### config.mk
export PLATFORM = sky130hd
export DESIGN_NAME = fir_sample_sequencer
export DESIGN_NICKNAME = d
export VERILOG_FILES = /design/src/rtl/fir_sample_sequencer.sv
export SDC_FILE = /design/constraint.sdc
export NUM_CORES = 1
export LEC_CHECK = 0
export CAP_MARGIN = 20
export CORE_ASPECT_RATIO = 1.1
export CORE_UTILIZATION = 50
export CTS_CLUSTER_DIAMETER = 80
export DETAILED_ROUTE_END_ITERATION = 7
export PLACE_DENSITY = 0.8
export SETUP_SLACK_MARGIN = 0.3
export SLEW_MARGIN = 5
export SYNTH_ARGS = -nofsm -noshare
export SYNTH_HDL_FRONTEND = slang
export SYNTH_SLANG_ARGS = --single-unit
### constraint.sdc
create_clock -name clk -period 5.57 [get_ports clk]
set_input_delay 0.557 -clock clk [delete_from_list [all_inputs] [get_ports clk]]
set_output_delay 0.557 -clock clk [all_outputs]
set_load 0.02 [all_outputs]
### src/rtl/fir_sample_sequencer.sv
// fir_sample_sequencer
// Feeds samples from a small input FIFO into the FIR one at a time, waits for
// the FIR result and holds it in an output register behind a valid/ready
// handshake. A watchdog abandons a sample whose result never arrives and
// raises a sticky error flag.
module fir_sample_sequencer #(
    parameter int DATA_W  = 16,
    parameter int OUT_W   = 38,
    parameter int DEPTH   = 4,
    parameter int TIMEOUT = 64
) (
    input  logic              clk,
    input  logic              reset,

    // Upstream sample stream
    input  logic [DATA_W-1:0] s_data,
    input  logic              s_valid,
    output logic              s_ready,

    // FIR load side
    output logic [DATA_W-1:0] fir_input,
    output logic              fir_input_valid,

    // FIR result side
    input  logic [OUT_W-1:0]  fir_output,
    input  logic              fir_output_valid,

    // Downstream result stream
    output logic [OUT_W-1:0]  m_data,
    output logic              m_valid,
    input  logic              m_ready,

    // Status
    output logic              busy,
    output logic              timeout_err,
    output logic [15:0]       sample_count
);

    // FIFO pointers are log2(DEPTH) bits so they wrap modulo DEPTH for free;
    // the occupancy counter needs one extra bit to represent "full".
    localparam int AW   = (DEPTH > 1) ? $clog2(DEPTH) : 1;
    localparam int CW   = AW + 1;
    localparam int WD_W = $clog2(TIMEOUT);

    localparam logic [CW-1:0]   FULL_COUNT = CW'(DEPTH);
    localparam logic [WD_W-1:0] WD_LAST    = WD_W'(TIMEOUT - 1);

    typedef enum logic [1:0] {
        ST_IDLE,
        ST_ISSUE,
        ST_WAIT
    } state_t;

    // ------------------------------------------------------------------
    // Registers
    // ------------------------------------------------------------------
    logic [DATA_W-1:0] r_mem [DEPTH];
    logic [AW-1:0]     r_wr_ptr;
    logic [AW-1:0]     r_rd_ptr;
    logic [CW-1:0]     r_count;

    state_t            r_state;
    logic              r_fir_input_valid;
    logic [OUT_W-1:0]  r_m_data;
    logic              r_m_valid;
    logic              r_timeout_err;
    logic [15:0]       r_sample_count;
    logic [WD_W-1:0]   r_watchdog;

    // ------------------------------------------------------------------
    // FIFO control
    // ------------------------------------------------------------------
    logic w_full;
    logic w_empty;
    logic w_push;
    logic w_pop;

    // Full/empty come straight from the registered occupancy, so a pop in
    // the same cycle never opens a slot early: s_ready stays low while full.
    assign w_full  = (r_count == FULL_COUNT);
    assign w_empty = (r_count == '0);
    assign w_push  = s_valid && !w_full;
    // ISSUE is only entered with a non-empty FIFO, so this pop is always legal.
    assign w_pop   = (r_state == ST_ISSUE);

    // Sample storage: write at the tail on every accepted push.
    // NOTE: the storage array is reset here only because it is a handful of
    // words and it makes fir_input a defined 0 after reset; a deeper buffer
    // would be left unreset and mapped onto RAM.
    always_ff @(posedge clk or posedge reset) begin
        if (reset) begin
            for (int i = 0; i < DEPTH; i++) begin
                r_mem[i] <= '0;
            end
        end else if (w_push) begin
            r_mem[r_wr_ptr] <= s_data;
        end
    end

    // Pointer and occupancy tracking; push and pop together cancel out.
    // NOTE: every clocked block uses non-blocking assignments so that all
    // registers update from the same pre-edge values, whatever the order of
    // the statements.
    always_ff @(posedge clk or posedge reset) begin
        if (reset) begin
            r_wr_ptr <= '0;
            r_rd_ptr <= '0;
            r_count  <= '0;
        end else begin
            if (w_push) begin
                r_wr_ptr <= r_wr_ptr + AW'(1);
            end
            if (w_pop) begin
                r_rd_ptr <= r_rd_ptr + AW'(1);
            end
            case ({w_push, w_pop})
                2'b10:   r_count <= r_count + CW'(1);
                2'b01:   r_count <= r_count - CW'(1);
                default: r_count <= r_count;
            endcase
        end
    end

    // ------------------------------------------------------------------
    // Sequencer FSM with registered outputs
    // ------------------------------------------------------------------
    // Issue one sample, wait for its result or the watchdog, then go idle.
    always_ff @(posedge clk or posedge reset) begin
        if (reset) begin
            r_state           <= ST_IDLE;
            r_fir_input_valid <= 1'b0;
            r_m_data          <= '0;
            r_m_valid         <= 1'b0;
            r_timeout_err     <= 1'b0;
            r_sample_count    <= '0;
            r_watchdog        <= '0;
        end else begin
            // Downstream consumed the held result. The capture in WAIT below
            // can never coincide with this, because ISSUE is only entered
            // with m_valid low.
            if (r_m_valid && m_ready) begin
                r_m_valid <= 1'b0;
            end

            case (r_state)
                ST_IDLE: begin
                    // Only one sample in flight: the previous result must
                    // have been taken before the next sample is issued.
                    if (!w_empty && !r_m_valid) begin
                        r_state           <= ST_ISSUE;
                        r_fir_input_valid <= 1'b1;
                    end
                end

                ST_ISSUE: begin
                    // The strobe lasts exactly this cycle; the FIFO pops at
                    // the closing edge.
                    r_fir_input_valid <= 1'b0;
                    r_watchdog        <= '0;
                    r_state           <= ST_WAIT;
                end

                ST_WAIT: begin
                    // A result on the watchdog's last cycle still wins.
                    if (fir_output_valid) begin
                        r_m_data       <= fir_output;
                        r_m_valid      <= 1'b1;
                        r_sample_count <= r_sample_count + 16'd1;
                        r_state        <= ST_IDLE;
                    end else if (r_watchdog == WD_LAST) begin
                        // Drop the sample, flag the FIR and keep running.
                        r_timeout_err <= 1'b1;
                        r_state       <= ST_IDLE;
                    end else begin
                        r_watchdog <= r_watchdog + WD_W'(1);
                    end
                end

                default: begin
                    r_state           <= ST_IDLE;
                    r_fir_input_valid <= 1'b0;
                end
            endcase
        end
    end

    // ------------------------------------------------------------------
    // Outputs
    // ------------------------------------------------------------------
    assign s_ready         = !w_full;
    assign fir_input       = r_mem[r_rd_ptr];
    assign fir_input_valid = r_fir_input_valid;
    assign m_data          = r_m_data;
    assign m_valid         = r_m_valid;
    assign timeout_err     = r_timeout_err;
    assign sample_count    = r_sample_count;
    assign busy            = (r_state != ST_IDLE) || !w_empty;

endmodule

# Word-level counts from Yosys, hierarchy flattened
# Index checks and enable logic that the tools add are counted.
# word_totals
regBits	136
input_bits	59
out_inout_bits	75
elab_cells	74
# op_classes
addsub	6
magnitude_cmp	3
n_eq_ne	10
n_mux	19
bitwise_logic	4
reduce_logical	18
# op_table
op	n
$bwmux 64	1
$mux 16	3
$bmux 16 s2	1
$demux 16 s2	1
$add 16x1->16 const B	1
$mux 6	2
$pmux 6 s2	1
$add 6x1->6 const B	1
$eq 6x6->1 const B	1
$ge 3x3->1 const B	2
$mux 2	3
$ne 2x2->1 const B	3
$not 2->3	2
$pmux 2 s3	1
$pmux 3 s2	1
$reduce_and 2->1	3
$reduce_and 3->1	2
$reduce_bool 2->1	3
$add 2x1->2 const B	2
$eq 2x1->1 const B	2
$eq 2x2->1 const B	2
$logic_and 1x1->1	4
$mux 1	4
$add 3x1->3 const B	1
other kinds (10)	13

# Longest topological paths before layout
# Gate-level depths: netlist of run 1.
# depth
depth_word	6
ltp_mapped	9

# Worst setup path after synthesis of run 1
# OpenSTA, ideal clock, no wires.
# synth_timing
path_kind	reg2out
start	reg r_rd_ptr[1]
end	out fir_input[7]
arrival_time_ns	1.391
t_required_ns	5.013
setup_slack_ns	3.622
stages_incl_launch_ff	4
cell_sequence	dfrtp_1 -> buf_2 -> buf_2 -> mux4_2
# synth_between
elab_chain_cells	4
# synth_rtl
item	line_no	text
from (decl)	59	logic [AW-1:0] r_rd_ptr;
from (signal assigned)	114	r_rd_ptr <= r_rd_ptr + AW'(1);
$not 2->3 (not written as such)	191	assign fir_input = r_mem[r_rd_ptr];
$bmux 16 s2	191	
$mux 16 (not written as such) (2 in series)	191	
to (decl)	21	output logic [DATA_W-1:0] fir_input,
# Every way passes these cells. The select of a mux whose other input is x is not followed.

# Final worst setup path of run 1
# layout_timing
start	reg r_rd_ptr[1]
end	out fir_input[0]
# The elaborated chain is that of the path after synthesis.

==> flow_summary.json, run 1 <==
{
  "status": "finished, final reports clean",
  "p_int_w": 0.00338,
  "synthToLayoutAreaGrowth_pct": 34.2,
  "worstPathArrival_ns": 2.56,
  "place_ws_ns": 2.84,
  "dieArea_um2": 12300,
  "slew_violations": 0,
  "numCtsBuffers": 17,
  "cts.repair.resized": 0,
  "power_density_nw_per_um2": 630,
  "die_w_um": 106,
  "cp_slowest_stage_delay_ns": 0.97,
  "h-tree-depth": 4,
  "slew_headroom": 0.361,
  "avgRoutedWirePerCell_um": 17.8,
  "setup.worst_path.start_class": "flop",
  "ys_warn_count": 0,
  "synth.avg_cell_area_um2": 15.6,
  "final_nets": 587,
  "final_hold_viol_count": 0,
  "worstSkewPairLatency_ns": 0.42,
  "fin_skew_ns": 0.00530,
  "clk_pin_slew_worst_paths_ns": 0.06,
  "drive_gt1_frac": 0.302,
  "gp_congestion": 0.763,
  "floorplan.rows": 41,
  "syn_area_um2": 5930,
  "crit_path_cell_trace": "mux4_2 -> clkdlybuf4s50_1",
  "drc": 0,
  "seqPwrFrac": 0.353,
  "tightest_slew_ns": 0.958,
  "antenna_found_initial": 0,
  "fin_tns_setup_ns": 0,
  "crit_path_max_fanout": 17,
  "clockRootBuffer": "clkbuf_16",
  "fin_ws_ns": 2.45,
  "io_buffer_count": 133,
  "grt_usage": 0.218,
  "diodes": 0,
  "end_kind": "primary output",
  "max_freq_mhz": 321,
  "ys_ff_latch": 136,
  "post_cts_buffers": 0,
  "postPlaceCellArea_um2": 7380,
  "grt_pass1_vias": 3956,
  "netlist_instances": 380,
  "setup_violations": 0,
  "combPwrFrac": 0.424,
  "final_cell_mix": "136 x dfrtp_1, 133 x clkdlybuf4s50_1, 63 x mux2_2",
  "p_leak_nw": 3.57,
  "cap_violations": 0,
  "p_clk_frac": 0.223,
  "vias_per_cell": 5.27,
  "start_util": 0.516,
  "drt_first_pass_iters": 4,
  "final_area_um2": 7970,
  "core_area_um2": 11500,
  "synth_fp_nets": 447,
  "clock_sinks": 136,
  "sw_frac_of_total": 0.327,
  "hold_path.class": "flop to flop",
  "vias": 3597,
  "crit_type": "flop to primary output",
  "required_ns": 5.01,
  "period_needed_ns": 3.12,
  "netSwitchingPower_w": 0.00164,
  "ys_seq_area_frac": 0.573,
  "drt_wl_total_um": 12200,
  "fp.dieH_um": 116,
  "final_common_cell": "dfrtp_1",
  "ir_drop_v": 0.000379,
  "critPathTopFamily": "flip-flops",
  "cts_max_path_buffers": 2,
  "finalPower_w": 0.00502,
  "timing.hold.ws_ns": 0.480,
  "antenna_left": 0,
  "grt_pass1_wl_um": 20100,
  "finalCritPeriodShare": 0.560,
  "cts_tree": "built",
  "cts_hold_buf": 0,
  "grt_max_degree": 70,
  "gr-total-overflow": 0,
  "cp.buffers_inverters": 1,
  "hpwl_um": 8040,
  "cpMaxStageDelayCell": "dfrtp_1",
  "rsz0062_at_grt": "no",
  "synth_cell_types": 37,
  "drtIter0Drc": 132,
  "io_pins": 134
}
[flip-flops by register name (all words and copies together), names as in the netlist]
name,cells
r_mem,64
m_data,38
sample_count,16
r_watchdog,6
r_count,3
r_rd_ptr,2
r_state,2
r_wr_ptr,2
fir_input_valid,1
m_valid,1
timeout_err,1
[metal layers]
layer / global-route usage / routed length, um
met3: 0.104 / 1110
met1: 0.250 / 4920
met4: 0.0852 / 204
met2: 0.357 / 5940
met5: 0 / 0
[path summary, 6_finish.rpt]
path | to | cells past startpoint | slack [ns] | startpoint
worst max-delay path | fir_input[0] | 2 | 2.45 | r_rd_ptr[1]
worst min-delay path | sample_count[15] | 1 | 0.48 | sample_count[15]
worst max register to register | m_data[2] | 3 | 3.55 | r_state[0]
worst min register to register | sample_count[15] | 1 | 0.48 | sample_count[15]
max in group asynchronous | r_mem[36] | 3 | 3.67 | reset
min in group asynchronous | sample_count[15] | 2 | 0.60 | reset
[kinds of logic (layout without fill, tap and decap cells)]
group,Yosys count,after routing,synth area share
flip-flops,136,136,0.573
multiplexers,120,120,0.283
AND/OR/NAND/NOR,55,55,0.0531
buffers and inverters,26,179,0.0232
XOR/XNOR,21,21,0.0310
AO/OA/AOI/OAI,14,14,0.0179
adder cells (fa/ha/maj),8,8,0.0181
[cell type report]
class | instances | area, um2
repair buffers | 134 | 1340
flip-flops and latches | 136 | 3400
clock inverters | 15 | 160
fillers | 811 | 3530
multi-input cells | 218 | 2400
clock buffers | 17 | 425
well taps | 150 | 188
inverters | 13 | 53.8
[stage by stage]
step | utilization | std cells
global placement | 0.642 | 651
CTS | 0.693 | 683
floorplan | - | 380
detailed placement | 0.642 | 651
finish | 0.693 | 683
global route | 0.693 | 683
[power groups by stage]
| stage | registers (W) | clock network, W | logic (W) |
|---|---|---|---|
| after floorplan | 0.00184 | 0 | 0.00125 |
| after global placement | 0.00175 | 0 | 0.00209 |
| after detailed placement | 0.00178 | 0 | 0.00214 |
| after CTS | 0.00177 | 0.00114 | 0.00216 |
| after global routing | 0.00183 | 0.00118 | 0.00228 |
| final | 0.00177 | 0.00112 | 0.00213 |
[cell usage after synthesis]
cell type | number | share of area
mux2_4 | 40 | 0.10
o21ai_0 | 4 | 0.0034
mux4_2 | 16 | 0.061
o221ai_1 | 1 | 0.0015
mux2_2 | 63 | 0.12
fa_1 | 1 | 0.0034
a41o_1 | 1 | 0.0017
nand2b_1 | 1 | 0.0011
and4_1 | 1 | 0.0015
a21o_1 | 1 | 0.0013
a22oi_1 | 1 | 0.0013
dfrtp_1 | 136 | 0.57
a21oi_1 | 2 | 0.0017
o2111ai_1 | 1 | 0.0015
nor2_2 | 1 | 0.0011
nor3_1 | 2 | 0.0017
nor2_1 | 3 | 0.0019
clkbuf_1 | 1 | 0.00063
nand2_1 | 15 | 0.0095
ha_1 | 7 | 0.015
and3_1 | 8 | 0.0084
nor3b_2 | 1 | 0.0021
mux2i_1 | 1 | 0.0017
nor2b_1 | 2 | 0.0021
o21ai_1 | 1 | 0.00084
buf_6 | 4 | 0.0076
nor4_1 | 1 | 0.0011
inv_1 | 13 | 0.0082
o2bb2a_1 | 1 | 0.0017
xor2_1 | 4 | 0.0059
nand4b_1 | 1 | 0.0015
buf_2 | 8 | 0.0067
nand4_1 | 5 | 0.0053
nand2_4 | 4 | 0.0076
xnor2_1 | 17 | 0.025
a21boi_4 | 1 | 0.0032
nand3_1 | 10 | 0.0084
Power figures use the tool's default switching activity.
==> run 2, diff against run 1 <==
- CORE_UTILIZATION: 50 -> 45
- PLACE_DENSITY: 0.8 -> 0.77
- clock period: 5.57 -> 2.7 ns (I/O delays scaled with it)
==> run 2 against run 1 <==
  * Routed wire length rose by 0.81%
  * Clock skew grew 0.0017 ns
  * Utilization down 6.3 points
  * Largest power group unchanged
  * Cell area grew 0.94%
  * Highest routed layer unchanged
  * Final cell count is 2.2% higher
  * Worst hold slack worse by 0.20 ns
  * The flow now finishes with violations (design-rule violations)
  * Critical path depth rose by 1
  * Sequential share of layout area down 0.38 points
  * Via count up 0.50%
  * Register-to-register slack worse by 2.9 ns
  * Die area up 11%
==> flow_summary.json, run 2 (synthesis gave the netlist of run 1 again) <==
{
  "largest_reg_flops": 64,
  "final_nets": 596,
  "wl_met1_um": 4930,
  "vias_per_cell": 5.18,
  "finalPower_w": 0.0103,
  "slew_headroom": 0.607,
  "floorplan.rows": 43,
  "required_ns": 2.43,
  "period_needed_ns": 2.32,
  "grt_pass1_wl_um": 20500,
  "crit_start": "r_rd_ptr[1]",
  "r2r-start": "r_state[1]",
  "wl_met3_um": 1150,
  "h-tree-depth": 4,
  "cts_hold_buf": 0,
  "antenna_found_initial": 0,
  "drt_wl_total_um": 12300,
  "final_hold_viol_count": 0,
  "clock_sinks": 136,
  "clockRootBuffer": "clkbuf_16",
  "tightest_slew_ns": 0.589,
  "rsz0062_at_grt": "no",
  "setup_violations": 0,
  "final_cell_mix": "135 x dfrtp_1, 132 x clkdlybuf4s50_1, 63 x mux2_2",
  "slew_violations": 0,
  "setup.worst_path.start_class": "flop",
  "grt_max_degree": 42,
  "worstPathArrival_ns": 2.05,
  "fp.dieH_um": 122,
  "crit_type": "flop to primary output",
  "worstSkewPairLatency_ns": 0.41,
  "grt_pass1_vias": 4090,
  "fillers": 984,
  "hold_path.class": "primary input to async pin",
  "regMostFlops": "r_mem",
  "status": "finished, violations left",
  "fin_tns_setup_ns": 0,
  "io_pins": 134,
  "fin_skew_ns": 0.00699,
  "die_w_um": 111,
  "fin_ws_ns": 0.378,
  "drc": 6,
  "vias": 3615,
  "diodes": 0,
  "dieArea_um2": 13700,
  "cap_violations": 0,
  "avgRoutedWirePerCell_um": 17.6,
  "drt_first_pass_iters": 7,
  "max_freq_mhz": 431,
  "place_ws_ns": 0.634,
  "antenna_left": 0,
  "cts_max_path_buffers": 2,
  "violations": "design-rule violations",
  "start_util": 0.465,
  "io_buffer_count": 133,
  "p_leak_nw": 3.61,
  "cts_tree": "built",
  "postPlaceCellArea_um2": 7480,
  "clk_pin_slew_worst_paths_ns": 0.06,
  "crit_path_max_fanout": 7,
  "final_area_um2": 8040,
  "core_area_um2": 12800,
  "ir_drop_v": 0.000643,
  "drive_gt1_frac": 0.307,
  "final_common_cell": "dfrtp_1",
  "gp_congestion": 0.764,
  "grt_usage": 0.198,
  "gr-total-overflow": 0,
  "dr_wl_met2_um": 6060,
  "end_kind": "primary output",
  "power_density_nw_per_um2": 1280,
  "finalCritPeriodShare": 0.860,
  "maxUsedRoutingLayer": "met4",
  "synthToLayoutAreaGrowth_pct": 35.5,
  "numCtsBuffers": 17,
  "hpwl_um": 8420,
  "drtIter0Drc": 205
}
==> run 2: cell count changes in the layout (fill, tap and decap cells not counted), sizes merged <==
cell,change
inv,-1
clkdlybuf4s50,-1
clkinvlp,-1
dlymetal6s2s,+1
bufinv,-2
clkinv,-1
clkbuf,+4
buf,+9
==> run 2: final cells by class <==
type	instances	area [um2]	area share
clock buffer	21	450	0.0560
clock inverter	10	80.1	0.00996
inverter	13	52.6	0.00654
multi-input combinational	218	2390	0.298
sequential	136	3400	0.423
tap	157	196	0.0244
timing repair buffer	143	1460	0.182
==> run 2: where the power goes <==
| group | internal [W] | leakage [nW] | total (W) | switching, W |
|---|---|---|---|---|
| registers | 0.00297 | 1.65 | 0.00354 | 0.000569 |
| logic | 0.00266 | 1.70 | 0.00462 | 0.00196 |
| clock network | 0.00127 | 0.262 | 0.00210 | 0.000828 |
| total | 0.00690 | 3.61 | 0.0103 | 0.00336 |
==> run 2: critical path: stages, from the launching register on <==
cell	delay [ns]
dfrtp_1	0.36
buf_4	0.21
mux4_2	0.52
clkdlybuf4s50_1	0.56
==> run 2: per-layer routing <==
metal  vias up  GRT usage
met1      1822      0.225
li1       1655          -
met3        10     0.0879
met5         -          0
met4         0     0.0760
met2       128      0.329
==> run 2: worst paths after layout <==
check                      cells past startpoint  slack (ns)                to
setup / recovery                               3        0.38      fir_input[4]
hold / removal                                 2        0.28         r_mem[24]
setup reg to reg                               8        0.69        r_count[2]
hold reg to reg                                1        0.48  sample_count[15]
max in group asynchronous                      3        1.83        m_data[29]
min in group clk                               2        0.42           m_valid
==> run 2: per-stage QoR <==
step	hold WS (ns)	cells	utilization
finish	0.280	698	0.631
global route	0.298	698	0.631
CTS	0.279	697	0.628
detailed placement	0.465	666	0.587
global placement	0.465	666	0.587
floorplan	0.366	380	-
==> run 2: what timing repair did <==
action,CTS,global route
resized for setup,1,2
hold endpoints to repair,0,0
setup buffers,0,1
endpoints found under the setup margin,16,7
